[config.mk]
export PLATFORM = sky130hd
export DESIGN_NAME = serial_subtractor_flat
export DESIGN_NICKNAME = d
export VERILOG_FILES = /design/src/rtl/serial_subtractor_if.sv /design/src/rtl/serial_subtractor.sv /design/src/flat_wrapper.sv
export SDC_FILE = /design/constraint.sdc
export NUM_CORES = 1
export LEC_CHECK = 0
export ABC_AREA = 1
export CAP_MARGIN = 25
export CORE_MARGIN = 3
export CORE_UTILIZATION = 40
export DETAILED_ROUTE_END_ITERATION = 10
export GPL_TIMING_DRIVEN = 0
export PLACE_DENSITY = 0.66
export SLEW_MARGIN = 5
export SYNTH_ARGS = -nofsm -noshare
export SYNTH_HDL_FRONTEND = slang
export SYNTH_SLANG_ARGS = --single-unit
[constraint.sdc]
create_clock -name clk -period 1.35 [get_ports clk]
set_input_delay 0.2025 -clock clk [delete_from_list [all_inputs] [get_ports clk]]
set_output_delay 0.2025 -clock clk [all_outputs]
set_load 0.01 [all_outputs]
[src/rtl/serial_subtractor_if.sv]
// Handshake bundle for the bit-serial subtractor: operand channel in, result channel out.
// The slave modport is the subtractor itself; the master modport is its producer/consumer.
interface serial_subtractor_if #(
    parameter int WIDTH = 8
);
    logic             in_valid;
    logic             in_ready;
    logic [WIDTH-1:0] a;
    logic [WIDTH-1:0] b;
    logic             out_valid;
    logic             out_ready;
    logic [WIDTH-1:0] diff;
    logic             borrow_out;
    logic             busy;

    modport master (
        output in_valid,
        output a,
        output b,
        output out_ready,
        input  in_ready,
        input  out_valid,
        input  diff,
        input  borrow_out,
        input  busy
    );

    modport slave (
        input  in_valid,
        input  a,
        input  b,
        input  out_ready,
        output in_ready,
        output out_valid,
        output diff,
        output borrow_out,
        output busy
    );
endinterface

[src/rtl/serial_subtractor.sv]
// Bit-serial unsigned subtractor: diff = a - b, LSB first, one bit per clock,
// with a single borrow flop and valid/ready handshakes on both sides.
module serial_subtractor #(
    parameter int WIDTH = 8
) (
    input  logic                 clk,
    input  logic                 rst_n,
    serial_subtractor_if.slave   bus
);
    localparam int CNT_W = $clog2(WIDTH) + 1;

    typedef enum logic [1:0] {
        IDLE  = 2'd0,
        SHIFT = 2'd1,
        DONE  = 2'd2
    } state_t;

    state_t           r_state;
    state_t           w_state_next;

    logic [WIDTH-1:0] r_a_sh;
    logic [WIDTH-1:0] r_b_sh;
    logic [WIDTH-2:0] r_res;
    logic             r_borrow;
    logic [CNT_W-1:0] r_cnt;
    logic [WIDTH-1:0] r_diff;
    logic             r_borrow_out;

    logic             w_a0;
    logic             w_b0;
    logic             w_d;
    logic             w_borrow_next;
    logic [WIDTH-1:0] w_a_sh_next;
    logic [WIDTH-1:0] w_b_sh_next;
    logic [WIDTH-1:0] w_res_next;
    logic             w_last;

    logic             w_accept;
    logic             w_shift;
    logic             w_in_ready;
    logic             w_out_valid;
    logic             w_busy;

    // One full-subtractor cell on the current LSBs.
    assign w_a0          = r_a_sh[0];
    assign w_b0          = r_b_sh[0];
    assign w_d           = w_a0 ^ w_b0 ^ r_borrow;
    assign w_borrow_next = (~w_a0 & w_b0) | (~(w_a0 ^ w_b0) & r_borrow);
    assign w_last        = (r_cnt == CNT_W'(WIDTH - 1));

    // Operands shift right with zero fill; the result collects d at the MSB.
    // r_res keeps only the upper WIDTH-1 partial bits; the final bit is
    // merged in when the completed word is loaded into r_diff.
    genvar gi;
    generate
        for (gi = 0; gi < WIDTH - 1; gi++) begin : g_shift
            assign w_a_sh_next[gi] = r_a_sh[gi+1];
            assign w_b_sh_next[gi] = r_b_sh[gi+1];
            assign w_res_next[gi]  = r_res[gi];
        end
    endgenerate
    assign w_a_sh_next[WIDTH-1] = 1'b0;
    assign w_b_sh_next[WIDTH-1] = 1'b0;
    assign w_res_next[WIDTH-1]  = w_d;

    always_comb begin
        w_state_next = r_state;
        w_accept     = 1'b0;
        w_shift      = 1'b0;
        w_in_ready   = 1'b0;
        w_out_valid  = 1'b0;
        w_busy       = 1'b0;
        case (r_state)
            IDLE: begin
                w_in_ready = 1'b1;
                if (bus.in_valid) begin
                    w_accept     = 1'b1;
                    w_state_next = SHIFT;
                end
            end
            SHIFT: begin
                w_busy  = 1'b1;
                w_shift = 1'b1;
                if (w_last) begin
                    w_state_next = DONE;
                end
            end
            DONE: begin
                w_out_valid = 1'b1;
                if (bus.out_ready) begin
                    w_state_next = IDLE;
                end
            end
            default: begin
                w_state_next = IDLE;
            end
        endcase
    end

    always_ff @(posedge clk) begin
        if (!rst_n) begin
            r_state <= IDLE;
        end else begin
            r_state <= w_state_next;
        end
    end

    always_ff @(posedge clk) begin
        if (!rst_n) begin
            r_a_sh       <= '0;
            r_b_sh       <= '0;
            r_res        <= '0;
            r_borrow     <= 1'b0;
            r_cnt        <= '0;
            r_diff       <= '0;
            r_borrow_out <= 1'b0;
        end else if (w_accept) begin
            r_a_sh   <= bus.a;
            r_b_sh   <= bus.b;
            r_res    <= '0;
            r_borrow <= 1'b0;
            r_cnt    <= '0;
        end else if (w_shift) begin
            r_a_sh   <= w_a_sh_next;
            r_b_sh   <= w_b_sh_next;
            r_res    <= w_res_next[WIDTH-1:1];
            r_borrow <= w_borrow_next;
            r_cnt    <= r_cnt + CNT_W'(1);
            if (w_last) begin
                r_diff       <= w_res_next;
                r_borrow_out <= w_borrow_next;
            end
        end
    end

    // Result registers are not cleared on leaving DONE; they hold the last answer.
    assign bus.in_ready   = w_in_ready;
    assign bus.out_valid  = w_out_valid;
    assign bus.busy       = w_busy;
    assign bus.diff       = r_diff;
    assign bus.borrow_out = r_borrow_out;
endmodule

[src/flat_wrapper.sv]
// flat-port wrapper written by rule: the top's interface ports become plain ports
module serial_subtractor_flat 
#(
    parameter int WIDTH = 8
)
  (clk, rst_n, bus_in_valid, bus_a, bus_b, bus_out_ready, bus_in_ready, bus_out_valid, bus_diff, bus_borrow_out, bus_busy);
  serial_subtractor_if #(.WIDTH(WIDTH)) bus_i ();
  input  logic clk;
  input  logic rst_n;
  input wire logic [$bits(bus_i.in_valid)-1:0] bus_in_valid;
  input wire logic [$bits(bus_i.a)-1:0] bus_a;
  input wire logic [$bits(bus_i.b)-1:0] bus_b;
  input wire logic [$bits(bus_i.out_ready)-1:0] bus_out_ready;
  output wire logic [$bits(bus_i.in_ready)-1:0] bus_in_ready;
  output wire logic [$bits(bus_i.out_valid)-1:0] bus_out_valid;
  output wire logic [$bits(bus_i.diff)-1:0] bus_diff;
  output wire logic [$bits(bus_i.borrow_out)-1:0] bus_borrow_out;
  output wire logic [$bits(bus_i.busy)-1:0] bus_busy;
  assign bus_i.in_valid = bus_in_valid;
  assign bus_i.a = bus_a;
  assign bus_i.b = bus_b;
  assign bus_i.out_ready = bus_out_ready;
  assign bus_in_ready = bus_i.in_ready;
  assign bus_out_valid = bus_i.out_valid;
  assign bus_diff = bus_i.diff;
  assign bus_borrow_out = bus_i.borrow_out;
  assign bus_busy = bus_i.busy;
  serial_subtractor #(.WIDTH(WIDTH)) u_core (.clk(clk), .rst_n(rst_n), .bus(bus_i));
endmodule
==> results.sh, run 1 <==
export IMPL_avgSynthCellArea_um2=6.58
export IMPL_crit_buf_inv=2
export IMPL_synth_nets=285
export IMPL_yosysMostFrequentCell="nand2_1"
export IMPL_path_max_fanout=4
export IMPL_dr_pass1_iters=4
export IMPL_grt_pass1_wl_mm=6.37
export IMPL_ctsHoldBuffers=0
export IMPL_powerDensity_mw_per_mm2=1050
export IMPL_gp_congestion=0.755
export IMPL_root_buffer="clkbuf_8"
export IMPL_rows=23
export IMPL_setup_viol=0
export IMPL_synth_area_leaders="dfxtp_1, nand2_1, nor2_1"
export IMPL_ys_top_cells_by_count="nand2_1, nor2_1, dfxtp_1"
export IMPL_criticalPathCategory="flip-flop to output port"
export IMPL_layout_cells_non_filler=357
export IMPL_cts_sinks=39
export IMPL_hold_class="primary input to flip-flop"
export IMPL_path_clk_slew_ns=0.07
export IMPL_hold_path_startpoint="bus_in_valid"
export IMPL_yosys_most_used_dff="dfxtp_1"
export IMPL_grt_setup_unrepaired="no"
export IMPL_yosysTopAreaCellShare_pct=45.1
export IMPL_cpPeakStageDelay_ns=0.37
export IMPL_timing_fmax_mhz=766
export IMPL_start_kind="flip-flop"
export IMPL_htree_levels=2
export IMPL_cp_num_cells=3
export IMPL_ys_async_sr_fraction_pct=0
export IMPL_nets=328
export IMPL_n_antenna_cell=0
export IMPL_r2r_cells=6
export IMPL_ioPinCount=32
export IMPL_grt_pass1_vias=1496
export IMPL_ir_drop_v=0.000649
export IMPL_power_mw=2.38
export IMPL_p_leak_nw=1.10
export IMPL_place_inst=343
export IMPL_worst_endpoint_required_ns=1.15
export IMPL_synth_edf_count=0
export IMPL_fp_dieW_um=71.8
export IMPL_clockBufferDepth=2
export IMPL_core_area_mm2=0.00409
export IMPL_fin_ws_ns=0.0452
export IMPL_via_per_inst=4.39
export IMPL_grt_max_degree=12
export IMPL_port_buffers=30
export IMPL_timing_rr_end="u_core.r_cnt[0]"
export IMPL_die_height_um=71.8
export IMPL_crit_path_end_kind="output port"
export IMPL_fin_worst_skew_ns=0.00432
export IMPL_arrival_ns=1.10
export IMPL_vias=1566
export IMPL_numCtsBuffers=5
export IMPL_drv_slew=0
export IMPL_wl_mm=3.50
export IMPL_hpwlAfterDp_mm=2.37
export IMPL_ant_nets=0
export IMPL_place_ws_ns=-0.386
export IMPL_period_share_pct=96.7
export IMPL_r2r_slack_ns=0.11
export IMPL_synthCells=263
export IMPL_yosys_warnings=0
export IMPL_ys_types=20
export IMPL_worstReg2RegStart="u_core.r_state[0]"
export IMPL_drv_cap=0
export IMPL_worstHoldPathCells=3
export IMPL_cp_cell_sequence="nor2_4 > buf_6 > clkdlybuf4s15_2"
export IMPL_whs_endpoint="u_core.r_state[0]"
export IMPL_gr_total_overflow=0
export IMPL_fin_crit_ns=1.30
export IMPL_synth_seq_cells=39
export IMPL_initial_core_util_pct=42.3
export IMPL_routedWlPerCell_um=9.80
export IMPL_grt_usage_pct=15.5
export IMPL_area_growth_pct=30.7
export IMPL_drcViolationCount=0
export IMPL_grt_antenna_before_repair=0
export IMPL_seq_area_frac_synth_pct=45.1
export IMPL_layout_drive_gt1_share_pct=11.4
export IMPL_cpLargestDelayFamily="flip-flops"
export IMPL_cts_tree="built"
export IMPL_final_setup_tns_ns=0
export IMPL_clock_latency_ns=0.29
export IMPL_synth_area_mm2=0.00173
export IMPL_max_slew_margin_pct=67.7
export IMPL_slowest_stage="dfxtp_4"
export IMPL_finalHoldWorstSlack_ns=0.339
export IMPL_status="completed"
export IMPL_die_area_mm2=0.00515
export IMPL_yosys_area_top_type="dfxtp_1"
export IMPL_tightestPinTransition_ns=0.485
export IMPL_finalHoldViolCount=0
export IMPL_drt_initial_drc_count=59
[sequential cells by signal, summed over array words and instances, names as in the netlist]
name,count
u_core.r_state,2
u_core.r_b_sh,8
u_core.bus.borrow_out,1
u_core.r_a_sh,8
u_core.r_borrow,1
u_core.r_cnt,4
u_core.r_res,7
u_core.bus.diff,8
[per-layer routing]
metal	GRT usage (%)	share of wire (%)	vias up	wire length [um]
met1	19.9	49	653	1710
li1	-	-	871	-
met4	6.89	2.0	0	70
met5	0	0	-	0
met3	3.37	4.7	7	165
met2	24.9	44	35	1560
[worst max-delay path by stage]
| stage | from | to | slack [ns] |
|---|---|---|---|
| 3_3_place_gp | u_core.r_state[0] | bus_busy | -0.38 |
| 2_1_floorplan | u_core.r_cnt[0] | u_core.bus.borrow_out | 0.17 |
| 6_report | u_core.r_state[0] | bus_in_ready | 0.05 |
| 3_5_place_dp | u_core.r_state[0] | bus_busy | -0.39 |
| 4_1_cts | u_core.r_state[0] | bus_out_valid | -0.002 |
| 5_1_grt | rst_n | u_core.r_b_sh[5] | 0.0005 |
[cells in the final DEF, fill, tap and decap left out, types with 4 or more instances in the layout]
master / count
nand3_1: 15
dfxtp_1: 37
a21oi_1: 12
nor2_1: 53
inv_1: 28
clkdlybuf4s50_1: 18
buf_6: 4
dlygate4sd2_1: 9
clkbuf_8: 7
nand2_1: 91
buf_4: 7
[tightest hold or removal path: cells and delay by family]
kind                   cells  cell delay (ns)
buffers and inverters      1             0.15
AND/OR/NAND/NOR            1             0.15
AO/OA/AOI/OAI              1             0.08
[timing repair]
item,in CTS,in global routing
gates resized for setup,27,7
pin swaps,3,2
buffers inserted,7,0
endpoints found under the setup margin,35,23
[where the power goes]
part / internal [mW] / switching [mW]
Clock: 0.466 / 0.391
Sequential: 1.19 / 0.0230
Combinational: 0.147 / 0.163
[per-stage QoR]
| stage | cell area, um^2 | utilization (%) |
|---|---|---|
| final | 2260 | 55.4 |
| after global routing | 2260 | 55.4 |
| after CTS | 2260 | 55.3 |
| after detailed placement | 2090 | 51.2 |
| after global placement | 2090 | 51.2 |
| after floorplan | 1730 | - |
[cells by family after synthesis]
family | share of synthesized area [%]
compound gates | 4.05
xor+xnor | 0.506
buf+inv | 10.3
fa+ha+maj | 1.88
flops | 45.1
simple gates | 38.1
[final cells by class]
| type | count | area (um^2) |
|---|---|---|
| Buffer | 10 | 72.6 |
| Clock buffer | 8 | 100 |
| Fill cell | 443 | 1820 |
| Inverter | 31 | 116 |
| Multi-Input combinational cell | 182 | 792 |
| Sequential cell | 39 | 786 |
| Tap cell | 50 | 62.6 |
| Timing Repair Buffer | 37 | 333 |
Power figures use the tool's default switching activity.
==> run 2: changes to the inputs <==
--- a/config.mk
+++ b/config.mk
@@ -10,9 +10,8 @@
 export CORE_MARGIN = 3
 export CORE_UTILIZATION = 40
 export DETAILED_ROUTE_END_ITERATION = 10
-export GPL_TIMING_DRIVEN = 0
+export GPL_TIMING_DRIVEN = 1
 export PLACE_DENSITY = 0.66
-export SLEW_MARGIN = 5
 export SYNTH_ARGS = -nofsm -noshare
 export SYNTH_HDL_FRONTEND = slang
 export SYNTH_SLANG_ARGS = --single-unit
==> run 2 against run 1 <==
Sequential share of layout area fell by 0.67 points; largest power group unchanged; critical path type unchanged; critical endpoint is now bus_busy; fmax down 1.4%; clock skew up 0.0024 ns.
==> results.sh, run 2 (synthesis results as in run 1) <==
export IMPL_status="completed"
export IMPL_period_share_pct=98.0
export IMPL_grt_usage_pct=15.3
export IMPL_nFillCells=408
export IMPL_cts_tree="built"
export IMPL_powerDensity_mw_per_mm2=1160
export IMPL_worst_endpoint_required_ns=1.15
export IMPL_drv_cap=0
export IMPL_design_area_mm2=0.00230
export IMPL_routedWlPerCell_um=10.0
export IMPL_wl_mm=3.57
export IMPL_dr_pass1_iters=4
export IMPL_fin_ws_ns=0.0264
export IMPL_busiest_layer="met2"
export IMPL_gr_total_overflow=0
export IMPL_path_max_fanout=3
export IMPL_layout_drive_gt1_share_pct=8.50
export IMPL_finalHoldViolCount=0
export IMPL_core_area_mm2=0.00409
export IMPL_ir_drop_v=0.000588
export IMPL_nets=327
export IMPL_layout_cells_non_filler=356
export IMPL_crit_path_end_kind="output port"
export IMPL_p_comb_share_pct=11.5
export IMPL_layout_commonest_cell="nand2_1"
export IMPL_worstHoldPathCells=3
export IMPL_max_slew_margin_pct=86.8
export IMPL_hpwlAfterDp_mm=2.54
export IMPL_use_met1_pct=18.1
export IMPL_ant_nets=0
export IMPL_swShare_pct=22.3
export IMPL_die_area_mm2=0.00515
export IMPL_drcViolationCount=0
export IMPL_whs_endpoint="u_core.r_b_sh[7]"
export IMPL_die_height_um=71.8
export IMPL_fp_dieW_um=71.8
export IMPL_fin_crit_ns=1.32
export IMPL_arrival_ns=1.12
export IMPL_grt_setup_unrepaired="yes"
export IMPL_power_frac_seq_pct=45.4
export IMPL_rows=23
export IMPL_start_kind="flip-flop"
export IMPL_grtUsageMet2_pct=25.7
export IMPL_path_clk_slew_ns=0.07
export IMPL_n_antenna_cell=0
export IMPL_clock_latency_ns=0.29
export IMPL_placed_area_mm2=0.00217
export IMPL_grt_max_degree=26
export IMPL_via_per_inst=4.55
export IMPL_hold_path_startpoint="bus_b[7]"
export IMPL_root_buffer="clkbuf_8"
export IMPL_grtUsageMet3_pct=3.93
export IMPL_ioPinCount=32
export IMPL_place_ws_ns=0.0371
export IMPL_clockBufferDepth=2
export IMPL_tightestPinTransition_ns=0.199
export IMPL_timing_fmax_mhz=756
export IMPL_grt_pass1_wl_mm=6.29
export IMPL_clkPwrFrac_pct=43.1
export IMPL_drv_slew=0
export IMPL_numCtsBuffers=5
export IMPL_timing_rr_end="u_core.r_res[1]"
export IMPL_final_setup_tns_ns=0
export IMPL_post_route_util_pct=56.2
export IMPL_gp_congestion=0.758
export IMPL_finalHoldWorstSlack_ns=0.459
export IMPL_grt_antenna_before_repair=0
export IMPL_initial_core_util_pct=42.3
export IMPL_p_int_mw=2.07
export IMPL_vias=1621
export IMPL_cts_sinks=39
export IMPL_hold_class="primary input to flip-flop"
export IMPL_criticalPathCategory="flip-flop to output port"
export IMPL_area_growth_pct=32.7
export IMPL_switchingPower_mw=0.593
export IMPL_p_leak_nw=1.11
export IMPL_setup_viol=0
export IMPL_port_buffers=31
export IMPL_r2r_slack_ns=0.12
export IMPL_drt_initial_drc_count=96
export IMPL_worstReg2RegStart="u_core.r_state[0]"
export IMPL_mostFrequentLayoutCells="nand2_1, nor2_1, dfxtp_1"
export IMPL_place_inst=348
export IMPL_power_mw=2.67
export IMPL_grt_pass1_vias=1495
export IMPL_r2r_cells=6
export IMPL_fin_worst_skew_ns=0.00667
export IMPL_htree_levels=2
[run 2: how the worst max path moves through the flow]
stage                       from                    end  slack, ns  cells past startpoint
2_1_floorplan    u_core.r_cnt[0]  u_core.bus.borrow_out       0.17                      6
3_3_place_gp        bus_in_valid       u_core.r_b_sh[4]       0.03                      7
3_5_place_dp        bus_in_valid       u_core.r_a_sh[1]       0.04                      7
4_1_cts        u_core.r_state[1]               bus_busy      0.001                      3
5_1_grt        u_core.r_state[0]        u_core.r_res[1]      -0.02                      6
6_report       u_core.r_state[1]               bus_busy       0.03                      3
[run 2: routing by layer]
layer  part of all wire, %  vias up
met5                     0        -
met4                   1.8        0
met3                   5.6        8
met2                    47       37
met1                    45      706
li1                      -      870
[run 2: final cells by class]
type	instances	area, um^2	share of cell area (%)
multi-input combinational	182	776	33.8
sequential	39	782	34.1
timing repair buffer	46	427	18.6
tap	50	62.6	2.72
clock inverter	2	60.1	2.62
clock buffer	6	72.6	3.16
inverter	31	116	5.07
[run 2: critical path, cell delays in order, from the launching register on]
cell             delay, ns
dfxtp_1               0.32
buf_4                 0.14
nor2_4                0.13
clkdlybuf4s15_1       0.25
[run 2: power groups by stage]
stage,sequential (mW),combinational (mW),clock [mW]
after floorplan,1.23,0.179,0
after global placement,1.23,0.307,0
after detailed placement,1.24,0.308,0
after CTS,1.21,0.306,1.17
after global routing,1.21,0.348,1.21
final,1.21,0.307,1.15
[run 2: repair_timing]
| action | 4_1_cts | 5_1_grt |
|---|---|---|
| endpoints found under the setup margin | 12 | 22 |
| hold buffers | 0 | 0 |
| setup buffers | 0 | 0 |
| pin swaps | 0 | 0 |
| gates resized for setup | 12 | 5 |
